File: config.mk
export PLATFORM = sky130hd
export DESIGN_NAME = cluster_serializer_flat
export DESIGN_NICKNAME = d
export VERILOG_FILES = /design/src/rtl/cluster_pkg.sv /design/src/rtl/cluster_serializer_if.sv /design/src/rtl/cluster_prefix_count.sv /design/src/rtl/cluster_serializer.sv /design/src/flat_wrapper.sv
export SDC_FILE = /design/constraint.sdc
export NUM_CORES = 1
export LEC_CHECK = 0
export CAP_MARGIN = 10
export CORE_ASPECT_RATIO = 1.1
export CORE_MARGIN = 2
export CORE_UTILIZATION = 52
export DETAILED_ROUTE_END_ITERATION = 10
export HOLD_SLACK_MARGIN = 0.1
export PLACE_DENSITY_LB_ADDON = 0.05
export SLEW_MARGIN = 15
export SYNTH_ARGS = -nofsm -noshare
export SYNTH_HDL_FRONTEND = slang
export SYNTH_SLANG_ARGS = --single-unit
File: constraint.sdc
create_clock -name clock4x -period 9.15 [get_ports clock4x]
set_input_delay 0.915 -clock clock4x [delete_from_list [all_inputs] [get_ports clock4x]]
set_output_delay 0.915 -clock clock4x [all_outputs]
set_load 0.005 [all_outputs]
File: src/rtl/cluster_pkg.sv
// Shared widths, word layout and state encoding for the sorted-cluster serializer.
// Header framing constants are consumed only when CLUSTER_SER_HEADER_EN is defined.
package cluster_pkg;

    localparam int MXADRBITS  = 11;
    localparam int MXCNTBITS  = 3;
    localparam int MXCLUSTERS = 8;
    localparam int NCBITS     = $clog2(MXCLUSTERS) + 1;
    localparam int WORDBITS   = MXADRBITS + MXCNTBITS;

    localparam logic [MXADRBITS-1:0] INVALID_ADR = 11'h7FF;

    // Header word: {prefix, frame sequence, cluster count}
    localparam logic [2:0] HDR_PREFIX = 3'b111;
    localparam int         SEQBITS    = WORDBITS - 3 - NCBITS;

    typedef struct packed {
        logic [MXADRBITS-1:0] adr;
        logic [MXCNTBITS-1:0] cnt;
    } cluster_t;

    localparam logic [0:0] ST_IDLE = 1'b0;
    localparam logic [0:0] ST_SEND = 1'b1;

endpackage

File: src/rtl/cluster_serializer_if.sv
// Valid/ready word stream from the serializer toward the link formatter.
// tx_sof exists only when CLUSTER_SER_HEADER_EN is defined.
interface cluster_serializer_if;
    import cluster_pkg::*;

    logic [WORDBITS-1:0] tx_data;
    logic                tx_valid;
    logic                tx_ready;
    logic                tx_last;
`ifdef CLUSTER_SER_HEADER_EN
    logic                tx_sof;
`endif

    modport master (
        input  tx_ready,
        output tx_data, tx_valid, tx_last
`ifdef CLUSTER_SER_HEADER_EN
        , tx_sof
`endif
    );

    modport slave (
        output tx_ready,
        input  tx_data, tx_valid, tx_last
`ifdef CLUSTER_SER_HEADER_EN
        , tx_sof
`endif
    );

endinterface

File: src/rtl/cluster_prefix_count.sv
// Counts the valid clusters of a sorted frame: index of the first empty slot,
// or MXCLUSTERS when every slot holds a real address.
module cluster_prefix_count
    import cluster_pkg::*;
(
    input  logic [MXCLUSTERS*MXADRBITS-1:0] adr_i,
    output logic [NCBITS-1:0]               nclusters_o
);

    // Scanning from the top lets the lowest empty slot win.
    always_comb begin
        nclusters_o = NCBITS'(MXCLUSTERS);
        for (int i = MXCLUSTERS - 1; i >= 0; i--) begin
            if (adr_i[i*MXADRBITS +: MXADRBITS] == INVALID_ADR) begin
                nclusters_o = NCBITS'(i);
            end
        end
    end

endmodule

File: src/rtl/cluster_serializer.sv
// Serializes one sorted cluster frame into a last-delimited valid/ready word stream.
// Optional CLUSTER_SER_HEADER_EN prepends a {prefix, seq, nclusters} header word per frame.
module cluster_serializer
    import cluster_pkg::*;
(
    input  logic                            clock4x,
    input  logic                            reset,
    input  logic                            load,
    input  logic [MXCLUSTERS*MXADRBITS-1:0] adr_in,
    input  logic [MXCLUSTERS*MXCNTBITS-1:0] cnt_in,
    output logic                            load_ready,
    output logic [NCBITS-1:0]               nclusters,
    output logic [7:0]                      overflow_cnt,
    cluster_serializer_if.master            tx
);

    logic [0:0]                 state_q, state_d;
    logic [NCBITS-1:0]          idx_q, idx_d;
    logic [NCBITS-1:0]          ncl_q, ncl_in;
    logic [7:0]                 ovf_q;
    cluster_t [MXCLUSTERS-1:0]  slot_q, load_slot;

    logic                       accept, drop, beat;
    logic [WORDBITS-1:0]        out_data;
    logic                       out_valid, out_last;

`ifdef CLUSTER_SER_HEADER_EN
    logic                       hdr_q, hdr_d;
    logic [SEQBITS-1:0]         seq_q;
    logic                       out_sof;
`endif

    cluster_prefix_count u_prefix_count (
        .adr_i       (adr_in),
        .nclusters_o (ncl_in)
    );

    assign load_ready = (state_q == ST_IDLE);
    assign accept     = load & load_ready;
    assign drop       = load & ~load_ready;
    assign beat       = out_valid & tx.tx_ready;

    // NOTE: every signal assigned here gets a default first so no latch is inferred.
    always_comb begin
        load_slot = '0;
        for (int i = 0; i < MXCLUSTERS; i++) begin
            load_slot[i].adr = adr_in[i*MXADRBITS +: MXADRBITS];
            load_slot[i].cnt = cnt_in[i*MXCNTBITS +: MXCNTBITS];
        end
    end

    // An empty frame still emits one invalid word so each load yields one delimited frame.
    always_comb begin
        out_valid = (state_q == ST_SEND);
        out_data  = '0;
        out_last  = 1'b0;
        if (out_valid) begin
            if (ncl_q == '0) begin
                out_data = {INVALID_ADR, {MXCNTBITS{1'b0}}};
                out_last = 1'b1;
            end else begin
                out_data = slot_q[idx_q[NCBITS-2:0]];
                out_last = (idx_q == ncl_q - 1'b1);
            end
        end
`ifdef CLUSTER_SER_HEADER_EN
        out_sof = 1'b0;
        if (out_valid && hdr_q) begin
            out_data = {HDR_PREFIX, seq_q, ncl_q};
            out_last = 1'b0;
            out_sof  = 1'b1;
        end
`endif
    end

    always_comb begin
        state_d = state_q;
        idx_d   = idx_q;
`ifdef CLUSTER_SER_HEADER_EN
        hdr_d   = hdr_q;
`endif
        case (state_q)
            ST_IDLE: begin
                if (load) begin
                    state_d = ST_SEND;
                    idx_d   = '0;
`ifdef CLUSTER_SER_HEADER_EN
                    hdr_d   = 1'b1;
`endif
                end
            end
            default: begin
                if (beat) begin
`ifdef CLUSTER_SER_HEADER_EN
                    if (hdr_q) hdr_d = 1'b0;
                    else
`endif
                    if (out_last) state_d = ST_IDLE;
                    else          idx_d   = idx_q + 1'b1;
                end
            end
        endcase
    end

    // NOTE: sequential state uses non-blocking assignments so all registers update together.
    always_ff @(posedge clock4x) begin
        if (reset) begin
            state_q <= ST_IDLE;
            idx_q   <= '0;
            ncl_q   <= '0;
            ovf_q   <= '0;
        end else begin
            state_q <= state_d;
            idx_q   <= idx_d;
            if (accept) ncl_q <= ncl_in;
            if (drop && ovf_q != 8'hFF) ovf_q <= ovf_q + 8'd1;
        end
    end

    // NOTE: the slot store has no reset; it is only read after a load has rewritten it.
    always_ff @(posedge clock4x) begin
        if (accept) slot_q <= load_slot;
    end

`ifdef CLUSTER_SER_HEADER_EN
    // Counting header acceptances matches counting accepted loads: every load sends one header.
    always_ff @(posedge clock4x) begin
        if (reset) begin
            hdr_q <= 1'b0;
            seq_q <= '0;
        end else begin
            hdr_q <= hdr_d;
            if (beat && hdr_q) seq_q <= seq_q + 1'b1;
        end
    end
    assign tx.tx_sof = out_sof;
`endif

    assign tx.tx_data    = out_data;
    assign tx.tx_valid   = out_valid;
    assign tx.tx_last    = out_last;
    assign nclusters     = ncl_q;
    assign overflow_cnt  = ovf_q;

endmodule

File: src/flat_wrapper.sv
// flat-port wrapper written by rule: the top's interface ports become plain ports
module cluster_serializer_flat import cluster_pkg::*;
  (clock4x, reset, load, adr_in, cnt_in, load_ready, nclusters, overflow_cnt, tx_tx_ready, tx_tx_data, tx_tx_valid, tx_tx_last);
  cluster_serializer_if tx_i ();
  input  logic clock4x;
  input  logic reset;
  input  logic load;
  input  logic [MXCLUSTERS*MXADRBITS-1:0] adr_in;
  input  logic [MXCLUSTERS*MXCNTBITS-1:0] cnt_in;
  output logic load_ready;
  output logic [NCBITS-1:0] nclusters;
  output logic [7:0] overflow_cnt;
  input wire logic [$bits(tx_i.tx_ready)-1:0] tx_tx_ready;
  output wire logic [$bits(tx_i.tx_data)-1:0] tx_tx_data;
  output wire logic [$bits(tx_i.tx_valid)-1:0] tx_tx_valid;
  output wire logic [$bits(tx_i.tx_last)-1:0] tx_tx_last;
  assign tx_i.tx_ready = tx_tx_ready;
  assign tx_tx_data = tx_i.tx_data;
  assign tx_tx_valid = tx_i.tx_valid;
  assign tx_tx_last = tx_i.tx_last;
  cluster_serializer u_core (.clock4x(clock4x), .reset(reset), .load(load), .adr_in(adr_in), .cnt_in(cnt_in), .load_ready(load_ready), .nclusters(nclusters), .overflow_cnt(overflow_cnt), .tx(tx_i));
endmodule
* Yosys cells after proc, flatten, opt, wreduce, memory -nomap -nowiden *
Index checks and enable logic that the tools add are counted.

word-level totals
  register bits = 129
  latch bits = 0
  memories = 0
  memory bits (writable) = 0
  bits in read-only memories = 0
  word-level logic and storage cells = 66
  input bits = 116

operators by class
  bitwise operators = 4
  shifts and indexed selects = 0
  muxes and demuxes = 22
  div/mod/pow operators = 0
  $lt $le $gt $ge = 1
  multiply operators = 0
  equal/unequal tests = 12
  reductions and logical operators = 4
  $add $sub $neg = 3

operators by type and width
  cell                    number
  $eq A11 B11 Y1 const B  8
  $mux W4                 12
  $bmux W14 S3            1
  $mux W14                3
  $add A8 B1 Y8 const B   1
  $ne A8 B8 Y1 const B    1
  $mux W1                 6
  $add A4 B1 Y4 const B   1
  $eq A4 B4 Y1            1
  $logic_not A4 Y1        1
  $lt A3 B4 Y1 const B    1
  $ne A2 B2 Y1 const B    2
  $sub A4 B1 Y4 const B   1
  $and A1 B1 Y1           3
  $reduce_and A3 Y1       1
  $reduce_bool A2 Y1      1
  $logic_and A1 B1 Y1     1
  $not A1 Y1              1

* Longest topological paths before layout *
Gate-level depths: netlist of run 1.

  depth in word-level cells = 9
  mapped depth = 8
  gate-level depth less buffers = 7

* Modules after synthesis *
A second synthesis of run 1 with hierarchy kept.

second synthesis, totals
  cells, all modules = 334
  area, all modules = 5,429.0 um^2

by module, submodules not included
  module                instances  area each (um^2)  seq. area each (um^2)  cells an instance
  cluster_serializer    1          5,137.4           3,703.6                285
  cluster_prefix_count  1          291.5             0.0                    49

* Least setup slack after synthesis of run 1 *
Ideal clock, no wire load.

  path kind = input to register
  start point = in load
  end point = reg u_core.ncl_q[0] (netlist: u_core.nclusters[0])
  slack = 5.611 ns
  data required time = 9.090 ns
  cell stages on the path = 5
  data arrival time = 3.479 ns
  setup time = 0.060 ns
  path through = nor2b_1 -> buf_2 -> o311ai_0 -> a2111oi_0 -> a221o_1

on the way
  longest elaborated chain between the ends = 1

RTL lines
  item                    line                       text
  start: declaration      flat_wrapper.sv:7          input logic load;
  $and A1 B1 Y1           cluster_serializer.sv:39   assign accept = load & load_ready;
  via u_core.accept       cluster_serializer.sv:23   logic accept, drop, beat;
  end signal: assignment  cluster_serializer.sv:115  if (accept) ncl_q <= ncl_in;
  end: declaration        cluster_serializer.sv:19   logic [NCBITS-1:0] ncl_q, ncl_in;

The timed path passes the listed nets, and every way through them passes these cells.
A chain may end at the register's enable or synchronous reset.

* Final worst setup path of run 1 *
  start point = reg u_core.idx_q[0]
  end point = out tx_tx_data[13]

on the way
  longest elaborated chain between the ends = 4

RTL lines
  item                            line                       text
  start: declaration              cluster_serializer.sv:18   logic [NCBITS-1:0] idx_q, idx_d;
  start signal: assignment        cluster_serializer.sv:114  idx_q <= idx_d;
  $bmux W14 S3                    cluster_serializer.sv:62   out_data = slot_q[idx_q[NCBITS-2:0]];
  $mux W14 (not written as such)  cluster_serializer.sv:62
  $mux W14                        cluster_serializer.sv:58   if (ncl_q == '0) begin
  $mux W14                        cluster_serializer.sv:57   if (out_valid) begin
  end: declaration                flat_wrapper.sv:14         output wire logic [$bits(tx_i.tx_data)-1:0] tx_tx_data;

No other way between the ends. The select of a mux whose other input is x is not followed.

==> run summary, run 1 <==
CP Data Required Time - 8.24 ns
fill cell instance count of the final layout - 703
most frequently used flop master after synthesis - sky130_fd_sc_hd__edfxtp_1
count of final hold-check violations - 0
post_cts resized - 0
die boundary width - 101 um
headroom to the max-slew limit - 27.3%
maximum level of the CTS H-tree - 4
antenna violations before repair - 0
final setup fails - 0
mapped cell area - 5420 um2
DRC violation count after routing - 0
number of global-route vias before repair - 3668
clock-pin slew on the worst setup and hold paths - 0.05 ns
min cycle time layout - 4.14 ns
Area contributors post-synth - sky130_fd_sc_hd__edfxtp_1 (62%), sky130_fd_sc_hd__mux4_2 (7.1%), sky130_fd_sc_hd__dfxtp_1 (6.3%)
Post-synth EDFFs - 112
startpoint kind of the worst setup timing path - flop
buffer count from post-CTS setup fixing - 0
setup repair after global routing missed its margin - false
post-synthesis to final-layout area growth - 39.0%
number of unique standard cell types used by synthesis - 43
standby leakage power - 2.52 nW
type of element capturing the critical path - output port
accumulated negative setup slack - 0 ns
layout cells sized above 1 - 10.6%
arrival time worst endpoint - 3.22 ns
critical setup path kind - reg2out
Synth top area share - 62.0%
areal power density over the cells - 194 nW/um2
first-pass GRT wire length - 19000 um
clock root buffer - sky130_fd_sc_hd__clkbuf_16
sequential share of the synthesized area - 68.3%
Final HPWL DP - 9080 um
total nets after synthesis - 473
floorplan die height - 111 um
Final WS setup - 5.01 ns
number of diodes - 0
run status - finished clean
Worst Setup Slack post-DPL - 5.45 ns
CTS Buf Count - 17
GP Congestion - 0.830
total vias in the final route - 3627
Pre-antenna DRT Iters - 4
instance count of the mapped netlist - 354
IO buf count - 144
routed wirelength normalized by instance count - 19.5 um
Die Outline Area - 11300 um2
Starting DRT DRC Count - 244
Net count, final - 625
final worst path period share - 45.2%
Max IR drop VDD - 140 uV
slowest stage delay, CP - 0.77 ns
Cell Rows - 39
I/O pin cnt - 145
number of buffers on the longest clock path - 2
slew at the pin closest to its max-slew limit - 1.09 ns
global-route total usage across every layer - 23.1%
most area-hungry cell type in the Yosys netlist - sky130_fd_sc_hd__edfxtp_1
via density per instance - 5.65
Yosys reg bits - 129
Max Freq - 0.242 GHz
Layout Skew - 0.00497 ns
class of the worst hold path - reg2reg
Post-CTS Hold Buffers - 0
synthesized area per cell - 15.3 um2
Placeable Area - 10200 um2
max-cap check violation count - 0
largest net degree at the start of global routing - 77
highest-count cells in the layout ignoring fill and taps - sky130_fd_sc_hd__clkdlybuf4s50_1 (144), sky130_fd_sc_hd__edfxtp_1 (112), sky130_fd_sc_hd__nor2_1 (28)
final max-slew violation count - 0
fraction of synthesis flops using an asynchronous set or reset pin - 0%
grt ovf - 0
non-filler cells, final - 642
number of warnings printed during yosys synthesis - 0
cell with the biggest individual delay on the critical path - sky130_fd_sc_hd__dfxtp_2
CTS tree - done
effective utilization at floorplan - 52.9%
Max FO, Critical Path - 23
number of clock sinks - 129
critical path cell sequence - buf_4 -> mux4_2 -> nor2b_1 -> nor3_1 -> nor2_1 -> clkdlybuf4s50_1
instance count after placement with tap cells included - 610
most frequent standard cell in the layout excluding fill and tap cells - sky130_fd_sc_hd__clkdlybuf4s50_1
wirelength, routed - 12500 um
fraction of the core area covered by cells at the end of the flow - 73.6%
number of nets still failing antenna checks after routing - 0
insertion delay of the later-clocked pin in the worst-skew pair - 0.41 ns
==> final cells by class <==
class                      count  area [um2]  share of cell area (%)
inverter                       6        22.5                   0.299
clock inverter                11         113                    1.49
tap                          123         154                    2.04
clock buffer                  21         460                    6.11
multi-input combinational    204        1610                    21.4
sequential                   129        3700                    49.1
timing repair buffer         148        1470                    19.5
==> stage by stage <==
| stage | instance area [um2] | hold slack [ns] | power [mW] |
|---|---|---|---|
| after floorplan | 5420 | 0.459 | 0.744 |
| after global placement | 6970 | 0.472 | 0.827 |
| after detailed placement | 6970 | 0.492 | 0.830 |
| after CTS | 7540 | 0.502 | 1.47 |
| after global routing | 7540 | 0.550 | 1.51 |
| final | 7540 | 0.508 | 1.46 |
==> flip-flops by register name (all words and copies together), names as in the netlist <==
register             cells
u_core.nclusters         4
u_core.slot_q          112
u_core.tx.tx_valid       1
u_core.overflow_cnt      8
u_core.idx_q             4
==> cell usage after synthesis (6+ instances only) <==
| library cell | count |
|---|---|
| sky130_fd_sc_hd__inv_1 | 6 |
| sky130_fd_sc_hd__nor3_1 | 22 |
| sky130_fd_sc_hd__nand2_1 | 12 |
| sky130_fd_sc_hd__mux2i_1 | 27 |
| sky130_fd_sc_hd__o22ai_1 | 11 |
| sky130_fd_sc_hd__mux4_2 | 17 |
| sky130_fd_sc_hd__nand3_1 | 12 |
| sky130_fd_sc_hd__clkbuf_1 | 6 |
| sky130_fd_sc_hd__nand4_1 | 17 |
| sky130_fd_sc_hd__dfxtp_1 | 17 |
| sky130_fd_sc_hd__xnor2_1 | 7 |
| sky130_fd_sc_hd__edfxtp_1 | 112 |
| sky130_fd_sc_hd__nor2_1 | 28 |
| sky130_fd_sc_hd__nor2b_1 | 13 |
==> cells by family after synthesis <==
family / count (synthesis) / synth area share (%)
multiplexers: 44 / 12.0
AND/OR/NAND/NOR: 116 / 11.0
adder cells (fa/ha/maj): 3 / 0.692
buffers and inverters: 21 / 2.08
AO/OA/AOI/OAI: 30 / 3.85
flip-flops: 129 / 68.3
XOR/XNOR: 11 / 2.03
==> final timing paths <==
| path | slack (ns) | cells past startpoint | to | start |
|---|---|---|---|---|
| hold / removal | 0.51 | 2 | u_core.idx_q[3] | u_core.idx_q[3] |
| setup reg to reg | 6.68 | 6 | u_core.idx_q[1] | u_core.idx_q[0] |
| setup / recovery | 5.01 | 6 | tx_tx_data[13] | u_core.idx_q[0] |
| hold reg to reg | 0.51 | 2 | u_core.idx_q[3] | u_core.idx_q[3] |
==> power by group <==
| group | internal [mW] | switching (mW) |
|---|---|---|
| combinational | 0.0756 | 0.0512 |
| clock | 0.411 | 0.234 |
| sequential | 0.679 | 0.0117 |
| total | 1.17 | 0.296 |
==> per-layer routing <==
metal | wire, um | vias up | part of all wire (%) | track usage [%]
met2 | 6570 | 131 | 52 | 38.3
met5 | 0 | - | 0 | 0
met4 | 123 | 0 | 0.98 | 8.38
li1 | - | 1699 | - | -
met3 | 774 | 6 | 6.2 | 5.86
met1 | 5080 | 1791 | 40 | 29.2
==> worst max-delay path: cells and delay by family (launching register included) <==
kind                   cells  cell delay, ns
buffers and inverters      2            0.97
flip-flops                 1            0.77
AND/OR/NAND/NOR            3            0.51
multiplexers               1            0.56
(Power assumes the default switching activity.)
==> inputs of run 2 (changes only) <==
--- a/config.mk
+++ b/config.mk
@@ -8,7 +8,7 @@
 export CAP_MARGIN = 10
 export CORE_ASPECT_RATIO = 1.1
 export CORE_MARGIN = 2
-export CORE_UTILIZATION = 52
+export CORE_UTILIZATION = 48
 export DETAILED_ROUTE_END_ITERATION = 10
 export HOLD_SLACK_MARGIN = 0.1
 export PLACE_DENSITY_LB_ADDON = 0.05
==> constraint.sdc (replaced) <==
create_clock -name clock4x -period 4 [get_ports clock4x]
set_input_delay 0.4 -clock clock4x [delete_from_list [all_inputs] [get_ports clock4x]]
set_output_delay 0.4 -clock clock4x [all_outputs]
set_load 0.005 [all_outputs]
==> run summary, run 2 (synthesized netlist as in run 1, its figures left out) <==
Max Freq - 0.306 GHz
insertion delay of the later-clocked pin in the worst-skew pair - 0.41 ns (about the same)
startpoint kind of the worst setup timing path - flop
number of diodes - 0 (unchanged)
fraction of the core area covered by cells at the end of the flow - 69.8% (-3.8 points)
Die Outline Area - 12200 um2 (+8.0%)
floorplan die height - 115 um (+3.9%)
Starting DRT DRC Count - 229 (-6.1%)
Layout Skew - 0.00491 ns (-0.0000547 ns)
clock-pin slew on the worst setup and hold paths - 0.05 ns (about the same)
number of clock sinks - 129 (unchanged)
reg2reg path depth - 6 (unchanged)
setup repair after global routing missed its margin - false
class of the worst hold path - reg2reg
first-pass GRT wire length - 19300 um (+2.0%)
total vias in the final route - 3630 (+0.083%)
areal power density over the cells - 458 nW/um2 (+140%)
layout cells sized above 1 - 11.2% (+0.56 points)
type of element capturing the critical path - output port
Placeable Area - 11000 um2 (+7.0%)
non-filler cells, final - 667 (+3.9%)
wirelength, routed - 12500 um (-0.33%)
setup slack of the most critical reg-to-reg path - 1.53 ns (-5.15 ns)
final max-slew violation count - 0 (unchanged)
Final HPWL DP - 8970 um (-1.3%)
Post-CTS Hold Buffers - 0 (unchanged)
terminating pin of the worst hold path - u_core.overflow_cnt[1]
largest net degree at the start of global routing - 87 (+13%)
IO buf count - 144 (unchanged)
final worst path period share - 81.7%
antenna violations before repair - 0 (unchanged)
Pre-antenna DRT Iters - 5 (+1)
CTS Buf Count - 17 (unchanged)
arrival time worst endpoint - 2.87 ns (-0.35 ns)
global-route total usage across every layer - 21.4% (-1.7 points)
post-synthesis to final-layout area growth - 41.0%
DRC violation count after routing - 0 (unchanged)
highest-count cells in the layout ignoring fill and taps - sky130_fd_sc_hd__clkdlybuf4s50_1 (144), sky130_fd_sc_hd__edfxtp_1 (112), sky130_fd_sc_hd__nor2_1 (28)
Worst Setup Slack post-DPL - 1.06 ns (-4.39 ns)
number of global-route vias before repair - 3647 (-0.57%)
routed wirelength normalized by instance count - 18.7 um (-4.1%)
most frequent standard cell in the layout excluding fill and tap cells - sky130_fd_sc_hd__clkdlybuf4s50_1
largest register by flop count - u_core.slot_q
max-cap check violation count - 0 (unchanged)
number of buffers on the longest clock path - 2 (unchanged)
CTS tree - done
count of final hold-check violations - 0 (unchanged)
beginning of the worst register-to-register path - u_core.idx_q[0]
headroom to the max-slew limit - 45.7% (+18 points)
worst hold path cell count - 2 (unchanged)
accumulated negative setup slack - 0 ns (unchanged)
Cell Rows - 40 (+2.6%)
buffer count from post-CTS setup fixing - 0 (unchanged)
Net count, final - 626 (+0.16%)
standby leakage power - 2.55 nW (+1.3%)
min cycle time layout - 3.27 ns
CP Data Required Time - 3.60 ns (-4.64 ns)
smallest hold slack - 0.490 ns (-0.0178 ns)
final setup fails - 0 (unchanged)
maximum level of the CTS H-tree - 4 (unchanged)
via density per instance - 5.44 (-3.7%)
I/O pin cnt - 145 (unchanged)
critical setup path kind - reg2out
startpoint of the lowest-slack hold path - u_core.overflow_cnt[1]
Max FO, Critical Path - 23 (unchanged)
Final WS setup - 0.731 ns (-4.28 ns)
grt ovf - 0 (unchanged)
flip-flop count of the largest register, all copies and words added - 112 (unchanged)
number of nets still failing antenna checks after routing - 0 (unchanged)
Reg2Reg Capture Point - u_core.idx_q[1]
effective utilization at floorplan - 49.5% (-3.4 points)
clock root buffer - sky130_fd_sc_hd__clkbuf_16
slew at the pin closest to its max-slew limit - 0.813 ns (-0.275 ns)
post_cts resized - 0 (unchanged)
die boundary width - 105 um (+3.9%)
run status - finished clean
instance count after placement with tap cells included - 635 (+4.1%)
Max IR drop VDD - 301 uV (+110%)
GP Congestion - 0.862 (+3.9%)
==> run 2: worst max-delay path, cell delays in order (launching register included) <==
cell	delay, ns
sky130_fd_sc_hd__dfxtp_2	0.78
sky130_fd_sc_hd__buf_4	0.49
sky130_fd_sc_hd__mux2i_1	0.37
sky130_fd_sc_hd__o22ai_1	0.13
sky130_fd_sc_hd__nor3_1	0.16
sky130_fd_sc_hd__nor2_1	0.06
sky130_fd_sc_hd__clkdlybuf4s50_1	0.45
==> run 2: layout make-up <==
cell class,count,area (um2)
repair buffers,149,1490
well taps,147,184
clock buffers,17,425
fillers,750,3310
clock inverters,15,205
inverters,6,22.5
multi-input cells,204,1610
flip-flops and latches,129,3700
==> run 2: layer usage <==
metal | track usage, % | part of all wire (%)
met5 | 0 | 0
met4 | 6.58 | 0.83
met3 | 5.91 | 6.6
met2 | 34.3 | 50
met1 | 28.9 | 43
==> run 2: metrics by stage <==
| stage | power, mW | area (um2) |
|---|---|---|
| 3_5_place_dp | 1.90 | 7020 |
| 3_3_place_gp | 1.90 | 7020 |
| 5_1_grt | 3.61 | 7650 |
| 6_report | 3.50 | 7650 |
| 4_1_cts | 3.52 | 7650 |
| 2_1_floorplan | 1.70 | 5420 |
==> run 2: worst max path at each step <==
stage          cells after the start             endpoint       startpoint
6_report                           6        tx_tx_data[8]  u_core.idx_q[0]
5_1_grt                            6        tx_tx_data[8]  u_core.idx_q[0]
4_1_cts                            6        tx_tx_data[8]  u_core.idx_q[0]
3_5_place_dp                       6        tx_tx_data[8]  u_core.idx_q[0]
3_3_place_gp                       6        tx_tx_data[8]  u_core.idx_q[0]
2_1_floorplan                      5  u_core.nclusters[0]             load
==> run 2: report_power, final <==
part | switching [mW] | internal [mW]
Combinational | 0.120 | 0.175
Clock | 0.576 | 1.05
Sequential | 0.0270 | 1.55
Total | 0.723 | 2.78
